$ cat config.mk
export PLATFORM = sky130hd
export DESIGN_NAME = sprite_dma
export DESIGN_NICKNAME = d
export VERILOG_FILES = /design/src/rtl/sprite_dma.sv
export SDC_FILE = /design/constraint.sdc
export NUM_CORES = 1
export LEC_CHECK = 0
export ABC_AREA = 1
export CORE_ASPECT_RATIO = 1.5
export CORE_MARGIN = 1.5
export CORE_UTILIZATION = 40
export CTS_CLUSTER_SIZE = 40
export DETAILED_ROUTE_END_ITERATION = 8
export PLACE_DENSITY = 0.77
export SYNTH_ARGS = -nofsm -noshare
export SYNTH_HDL_FRONTEND = slang
export SYNTH_SLANG_ARGS = --single-unit
$ cat constraint.sdc
create_clock -name clk -period 1.5 [get_ports clk]
set_clock_uncertainty 0.15 [all_clocks]
set_input_delay 0.15 -clock clk [delete_from_list [all_inputs] [get_ports clk]]
set_output_delay 0.15 -clock clk [all_outputs]
set_load 0.03 [all_outputs]
$ cat src/rtl/sprite_dma.sv
// sprite_dma: snoops CPU writes to $4014, freezes the core and copies one 256-byte page to $2004.
// Optional macro SPRITE_DMA_ALIGN_EN adds a parity register and an ALIGN state so every READ lands on parity 0.
module sprite_dma (
    input  logic        clk,
    input  logic        reset,
    input  logic        ce,
    input  logic [15:0] cpu_aout,
    input  logic [7:0]  cpu_dout,
    input  logic        cpu_mr,
    input  logic        cpu_mw,
    input  logic [7:0]  din,
    output logic        cpu_ce,
    output logic        pause,
    output logic [15:0] aout,
    output logic [7:0]  dout,
    output logic        mr,
    output logic        mw
);

`ifdef SPRITE_DMA_ALIGN_EN
    typedef enum logic [2:0] {IDLE, HALT, ALIGN, READ, WRITE} dmaStateT;
`else
    typedef enum logic [2:0] {IDLE, HALT, READ, WRITE} dmaStateT;
`endif

    dmaStateT    state;
    dmaStateT    stateNext;
    logic [7:0]  page;
    logic [7:0]  idx;
    logic [7:0]  data;
    logic        trigger;

    assign trigger = cpu_mw && (cpu_aout == 16'h4014);

`ifdef SPRITE_DMA_ALIGN_EN
    logic parity;

    always_ff @(posedge clk) begin
        if (reset)
            parity <= 1'b0;
        else if (ce)
            parity <= ~parity;
    end
`endif

    // NOTE: every variable gets a default before the case, so no latch is inferred.
    always_comb begin
        stateNext = state;
        case (state)
            IDLE:  if (trigger) stateNext = HALT;
`ifdef SPRITE_DMA_ALIGN_EN
            HALT:  stateNext = parity ? READ : ALIGN;
            ALIGN: stateNext = READ;
`else
            HALT:  stateNext = READ;
`endif
            READ:  stateNext = WRITE;
            WRITE: stateNext = (idx == 8'hFF) ? IDLE : READ;
            default: stateNext = IDLE;
        endcase
    end

    // Bus mux: pass-through while idle, engine-owned otherwise.
    always_comb begin
        aout = 16'h0000;
        dout = data;
        mr   = 1'b0;
        mw   = 1'b0;
        case (state)
            IDLE: begin
                aout = cpu_aout;
                dout = cpu_dout;
                mr   = cpu_mr;
                mw   = cpu_mw;
            end
            READ: begin
                aout = {page, idx};
                mr   = 1'b1;
            end
            WRITE: begin
                aout = 16'h2004;
                mw   = 1'b1;
            end
            default: ;
        endcase
    end

    assign pause  = (state != IDLE);
    assign cpu_ce = ce & ~pause;

    // NOTE: sequential state uses non-blocking assignments so all registers update together.
    always_ff @(posedge clk) begin
        if (reset) begin
            state <= IDLE;
            page  <= 8'h00;
            idx   <= 8'h00;
            data  <= 8'h00;
        end else if (ce) begin
            state <= stateNext;
            if (state == IDLE && trigger) begin
                page <= cpu_dout;
                idx  <= 8'h00;
            end
            if (state == READ)
                data <= din;
            if (state == WRITE)
                idx <= idx + 8'd1;
        end
    end

endmodule

; Word level (Yosys, flattened, before mapping)
; Cells that the tools add are included.
[totals]
out_inout_bits = 28
inputBits = 37
register_bits = 27
[op_classes]
n_bitwise = 2
reduce_logical = 9
eq_ne = 6
mux = 9
n_addsub = 1
[op_table]
columns = cell, n
row1 = $pmux W16 S3, 1
row2 = $mux W8, 3
row3 = $eq A16 B15 Y1 const B, 1
row4 = $pmux W3 S4, 1
row5 = $add A8 B1 Y8 const B, 1
row6 = $eq A8 B8 Y1 const B, 1
row7 = $reduce_and A2 Y1, 4
row8 = $eq A3 B2 Y1 const B, 2
row9 = $pmux W1 S2, 2
row10 = $eq A3 B1 Y1 const B, 1
row11 = $logic_not A3 Y1, 1
row12 = $mux W3, 1
row13 = $reduce_bool A3 Y1, 1
row14 = $logic_and A1 B1 Y1, 2
row15 = $mux W2, 1
row16 = $ne A2 B2 Y1 const B, 1
row17 = $reduce_bool A2 Y1, 1
row18 = $and A1 B1 Y1, 1
row19 = $not A1 Y1, 1

; Depth between registers and ports, before layout
; Gate-level depths: netlist (run 1).
[depth]
word_depth = 5
depth_mapped = 9

; Least setup slack after synthesis (run 1)
; OpenSTA, ideal clock, no wires.
[synth_timing]
path_type = register to output
start = register state[0]
end = output aout[12]
setup_slack_ps = -317
stages_incl_launch_ff = 7
t_required_ps = 1200
arrival_ps = 1517
n_path_buf = 2
cell_sequence = dfxtp_1 -> inv_1 -> ha_1 -> clkbuf_2 -> clkbuf_1 -> nand2_1 -> a21oi_1
[synth_via]
elab_chain_cells = 2
[synth_rtl]
columns = element, line
row1 = "start, declared", 26  ; dmaStateT state;
row2 = "start signal, assigned", 99  ; state <= stateNext;
row3 = $eq A3 B2 Y1 or $logic_not A3 Y1 (tied branches), 69  ; case (state)
row4 = $pmux W16 S3 (*), 69
row5 = "end, declared", 14  ; output logic [15:0] aout,
; Mark *: on every way between the ends. The rest lies on a longest branch, timed or not.

; Worst setup path in the final report (run 1)
[layout_timing]
start = register state[0]
end = output aout[2]
; The elaborated chain is that of the path after synthesis.

==> flow_metrics.py, run 1 <==
metrics = {
    "yosys": {
        "syn-instance-count": 274,
        "synth_cell_type_count": 24,
        "synth_largest_area_cell": "dfxtp_1",
        "synthTopCellsByArea": "dfxtp_1, nand2_1, a21oi_1",
        "synth_fp_nets": 316,
        "yosysTopAreaCellShare_pct": 30.8,
        "syn_avg_cell_area_um2": 6.17,
        "synth-seq-cells": 26,
        "yosysWarningCount": 0,
        "synth-seq-area-share_pct": 30.8,
        "synth_area_um2": 1690,
    },
    "worst_setup_path": {
        "cp_cell_sequence": "inv_6 -> ha_4 -> buf_6 -> a21oi_4 -> o21ai_2 -> nand2_1 -> inv_1 -> buf_6",
        "timing.rr.start": "state[0]",
        "critPathMaxStageDelay_ns": 0.38,
        "crit_buf_inv": 4,
        "rrSetupSlack_ns": -0.25,
        "rr_worst_depth": 9,
        "path_class": "flop to primary output",
        "crit_required_ns": 1.20,
        "timing.rr.end": "page[4]",
        "crit_arrival_ns": 1.53,
        "critPathMaxFanout": 4,
        "crit_slowest_cell": "dfxtp_4",
        "crit_top_cell": "buf_6",
        "cp-end-kind": "primary output",
        "crit_family": "flip-flops",
        "start_kind": "flop",
    },
    "clocking": {
        "cts_root_buf": "clkbuf_8",
        "cts_buffers": 3,
        "cts.path.max_buffers": 2,
        "cts_tree": "yes",
        "ctsHtreeMaxLevel": 1,
        "worstSkewPairLatency_ns": 0.28,
        "clkTransAtPathRegs_ns": 0.09,
        "clkSinkCount": 26,
    },
    "floorplanning": {
        "die_w_um": 56.1,
        "start_util_pct": 42.4,
        "die-height_um": 82.6,
        "dieArea_um2": 4640,
        "core_um2": 3990,
        "boundaryPins": 65,
        "row_count": 28,
    },
    "pwr": {
        "power_density_nw_per_um2": 779,
        "p_leak_nw": 1.33,
        "ir_worst_vdd_v": 0.000976,
    },
    "sta": {
        "finalSetupViolCount": 44,
        "relSlewSlack_pct": 80.5,
        "hold_viol": 0,
        "worstMarginPinSlew_ns": 0.293,
        "max_freq_mhz": 547,
        "final_max_slew_viol_count": 0,
        "fin_crit_ns": 1.83,
        "rsz0062_at_grt": "true",
        "fin_tns_setup_ns": -8.31,
        "setup_ws_ns": -0.329,
        "period_share_pct": 122,
    },
    "drt": {
        "wl_per_cell_um": 14.9,
        "via_per_inst": 5.22,
        "drt_iter0_markers": 68,
        "drt_wl_total_um": 6110,
        "via_count": 2135,
        "postRouteAntennaNets": 0,
        "firstDrtPassIters": 5,
        "drc": 0,
    },
    "grt": {
        "grt-ovfl-total": 0,
        "grt_max_degree": 17,
        "grt_pass1_vias": 2063,
        "antenna_found_initial": 0,
        "grt_pass1_wl_um": 9140,
        "grt_use_total_pct": 24.8,
    },
    "placement": {
        "pre_cts_ws_ns": -0.246,
        "io_buffer_count": 64,
        "place_hpwl_um": 4030,
        "routabilityCongestion": 0.820,
        "place_inst": 402,
    },
    "status": {
        "status": "finished with violations",
        "violations": "negative setup slack",
    },
    "finish": {
        "area_growth_pct": 88.4,
        "drive_gt1_share_pct": 40.7,
        "instances_no_fill": 409,
        "antennaDiodeCount": 0,
        "fin_util_pct": 79.8,
        "final_common_cell": "nand2_1",
        "nets": 407,
        "final_cell_mix": "nand2_1, clkdlybuf4s50_1, buf_6",
    },
    "min_path": {
        "hp-class": "primary input to flop",
        "hold_depth": 3,
        "hp-start": "din[6]",
        "holdPathEnd": "data[6]",
    },
    "flow_run": {
        "max_cap_viol_count": 0,
    },
}
-- repair_timing --
| item | CTS | global route |
|---|---|---|
| pin swaps | 2 | 5 |
| resized for setup | 65 | 41 |
| gates cloned | 0 | 2 |
| hold buffers | 0 | 0 |
| endpoints found under the setup margin | 45 | 49 |
| setup buffers | 0 | 1 |
-- Yosys cell counts --
master	number
inv_1	24
dfxtp_1	26
a21oi_1	28
nor2_4	1
buf_4	1
or2_2	1
buf_2	4
nand2_2	1
nor2_1	36
nand3_4	1
buf_6	1
clkbuf_2	1
nand3_2	1
o21ai_0	11
nand2_1	94
nor3b_2	5
clkbuf_1	5
ha_1	5
nor3b_1	5
clkinv_1	1
nor2_2	3
nand3_1	16
o21bai_1	2
inv_2	1
-- cell type report --
type	count	area (µm²)
clock buffer	4	55.1
fill	267	807
inverter	26	118
multi-input combinational	210	1380
sequential	26	526
tap	45	56.3
timing repair buffer	98	1050
-- metrics by stage --
stage / cell area (µm²) / hold WS [ns] / power (W)
detailed placement: 2720 / 0.321 / 0.00178
floorplan: 1910 / 0.167 / 0.00138
CTS: 3000 / 0.341 / 0.00242
finish: 3190 / 0.311 / 0.00248
global route: 3190 / 0.353 / 0.00258
global placement: 2720 / 0.313 / 0.00177
-- how the worst max path moves through the flow --
stage | endpoint | from | cells after the start | slack, ns
3_3_place_gp | page[3] | cpu_aout[4] | 9 | -0.18
5_1_grt | aout[2] | state[0] | 8 | -0.36
4_1_cts | aout[2] | state[0] | 7 | -0.26
3_5_place_dp | page[2] | cpu_aout[4] | 9 | -0.25
2_1_floorplan | mw | state[0] | 6 | 0.003
6_report | aout[2] | state[0] | 8 | -0.33
-- sequential cells by signal, indices dropped and copies added (netlist names) --
signal / flops
data: 8
idx: 8
page: 8
state: 2
-- power by group --
group          switching (W)  internal (W)
combinational       0.000698      0.000600
clock               0.000231      0.000236
sequential         0.0000119      0.000708
total               0.000941       0.00154
-- kinds of logic (layout without fill, tap and decap cells) --
kind of cell	count (synthesis)	after routing	share of synthesized area [%]
AND/OR/NAND/NOR	164	164	43.6
AO/OA/AOI/OAI	41	41	12.4
buffers and inverters	38	128	9.47
flip-flops	26	26	30.8
adder cells (fa/ha/maj)	5	5	3.70
-- metal layers --
layer	track usage, %	up-vias	routed length, µm
li1	-	1046	-
met1	25.9	980	2250
met2	49.8	85	3320
met3	2.02	24	276
met4	11.2	0	267
met5	0	-	0
-- tightest hold or removal path, delay by kind of cell --
family | cells | cell delay [ns]
and+or+nand+nor | 1 | 0.04
AOI/OAI and AO/OA | 1 | 0.12
buffers and inverters | 1 | 0.39
Power figures use the tool's default switching activity.
==> run 2: changes to the inputs <==
CORE_UTILIZATION = 44   (was 40)
PLACE_DENSITY = 0.8   (was 0.77)
clock period = 2.1 ns   (was 1.5 ns; I/O delays follow)
==> flow_metrics.py, run 2 (synthesized netlist as in run 1, its figures left out) <==
metrics = {
    "clocking": {
        "cts_tree": "yes",
        "postCtsSetupRepairBufs": 0,
        "cts_buffers": 3,
        "ctsHoldBuffers": 0,
        "cts_root_buf": "clkbuf_8",
        "cts.path.max_buffers": 2,
        "clkSinkCount": 26,
        "ctsHtreeMaxLevel": 1,
        "clkTransAtPathRegs_ns": 0.09,
        "worstSkewPairLatency_ns": 0.27,
    },
    "pwr": {
        "ir_worst_vdd_v": 0.000527,
        "p_leak_nw": 1.09,
        "power_density_nw_per_um2": 618,
    },
    "worst_setup_path": {
        "cp-end-kind": "primary output",
        "crit_buf_inv": 4,
        "crit_slowest_cell": "dfxtp_2",
        "start_kind": "flop",
        "path_class": "flop to primary output",
        "critPathMaxFanout": 28,
        "critPathMaxStageDelay_ns": 0.35,
        "crit_family": "buffers and inverters",
        "crit_arrival_ns": 1.65,
        "crit_required_ns": 1.74,
        "crit_top_cell": "inv_1",
        "cp_cell_sequence": "inv_1 -> ha_2 -> buf_12 -> a21oi_1 -> o21ai_0 -> nand2_1 -> inv_1 -> buf_4",
    },
    "floorplanning": {
        "boundaryPins": 65,
        "die-height_um": 78.9,
        "core_um2": 3680,
        "dieArea_um2": 4230,
        "start_util_pct": 45.9,
        "row_count": 27,
        "die_w_um": 53.6,
    },
    "sta": {
        "final_max_slew_viol_count": 0,
        "holdWs_ns": 0.348,
        "worstMarginPinSlew_ns": 0.338,
        "fin_crit_ns": 2.01,
        "relSlewSlack_pct": 77.4,
        "period_share_pct": 95.8,
        "hold_viol": 0,
        "rsz0062_at_grt": "false",
        "max_freq_mhz": 497,
        "finalSetupViolCount": 0,
        "fin_tns_setup_ns": 0,
    },
    "grt": {
        "antenna_found_initial": 0,
        "grt_use_total_pct": 24.9,
        "grt-ovfl-total": 0,
        "grt_max_degree": 29,
        "grt_pass1_vias": 1827,
        "grt_pass1_wl_um": 7960,
    },
    "finish": {
        "area_growth_pct": 40.8,
        "final_cell_mix": "nand2_1, nor2_1, clkdlybuf4s50_1",
        "antennaDiodeCount": 0,
        "nets": 383,
        "final_common_cell": "nand2_1",
        "drive_gt1_share_pct": 17.1,
        "largestRegisters": "data x8, idx x8, page x8",
    },
    "drt": {
        "via_count": 1946,
        "drc": 0,
        "drt_iter0_markers": 34,
        "via_per_inst": 5.08,
        "wl_per_cell_um": 12.6,
        "firstDrtPassIters": 4,
        "postRouteAntennaNets": 0,
        "drt_wl_total_um": 4810,
    },
    "status": {
        "status": "finished, final reports clean",
    },
    "placement": {
        "routabilityCongestion": 0.903,
        "io_buffer_count": 64,
        "place_hpwl_um": 3670,
    },
    "flow_run": {
        "max_cap_viol_count": 0,
    },
    "min_path": {
        "hp-class": "flop to flop",
    },
}
[run 2: changes by cell type in the layout (fill, tap and decap cells not counted), sizes merged]
cell and change:
buf -31, dlygate4sd2 +1, clkbuf +6
[run 2: routing by layer]
metal | vias up | track usage (%) | wire length [µm]
li1 | 991 | - | -
met3 | 11 | 5.08 | 334
met4 | 0 | 10.0 | 131
met5 | - | 0 | 0
met1 | 877 | 27.8 | 1920
met2 | 67 | 44.1 | 2420
[run 2: final cells by class]
type | count | area (µm²)
inverter | 26 | 98.8
sequential | 26 | 522
fill | 366 | 1300
timing repair buffer | 74 | 639
tap | 43 | 53.8
clock buffer | 4 | 55.1
multi-input combinational | 210 | 1010
[run 2: worst reg2reg max path, cell delays in order (launching register included)]
cell	delay, ns
dfxtp_2	0.34
inv_1	0.12
ha_2	0.25
buf_12	0.19
nand2_1	0.08
inv_2	0.09
nand3_4	0.15
buf_4	0.21
nand2_1	0.06
nor3b_1	0.18
[run 2: worst paths after layout]
path | from | cells after the start | endpoint | slack, ns
max | state[0] | 8 | aout[2] | 0.09
min | data[6] | 2 | data[6] | 0.35
max reg2reg | state[0] | 9 | page[1] | 0.22
min reg2reg | data[6] | 2 | data[6] | 0.35
[run 2: per-stage QoR]
stage	worst slack, ns	total power, W	utilization [%]	area, µm²	std cells
final	0.0883	0.00147	64.7	2380	383
after global routing	0.00549	0.00154	64.7	2380	383
after CTS	0.0147	0.00148	65.4	2410	383
after detailed placement	0.0392	0.00117	64.2	2360	379
after global placement	0.121	0.00117	64.2	2360	379
after floorplan	0.223	0.000885	-	1690	274
[run 2: power breakdown]
group	total (W)	switching (W)	internal (W)
clock network	0.000329	0.000161	0.000168
logic	0.000630	0.000386	0.000244
registers	0.000513	0.00000722	0.000505
total	0.00147	0.000554	0.000917
[run 2: timing repair]
action / CTS / global route
setup endpoints to repair: 9 / 10
resized for setup: 10 / 18
cloned: 0 / 0
hold endpoints to repair: 0 / 0
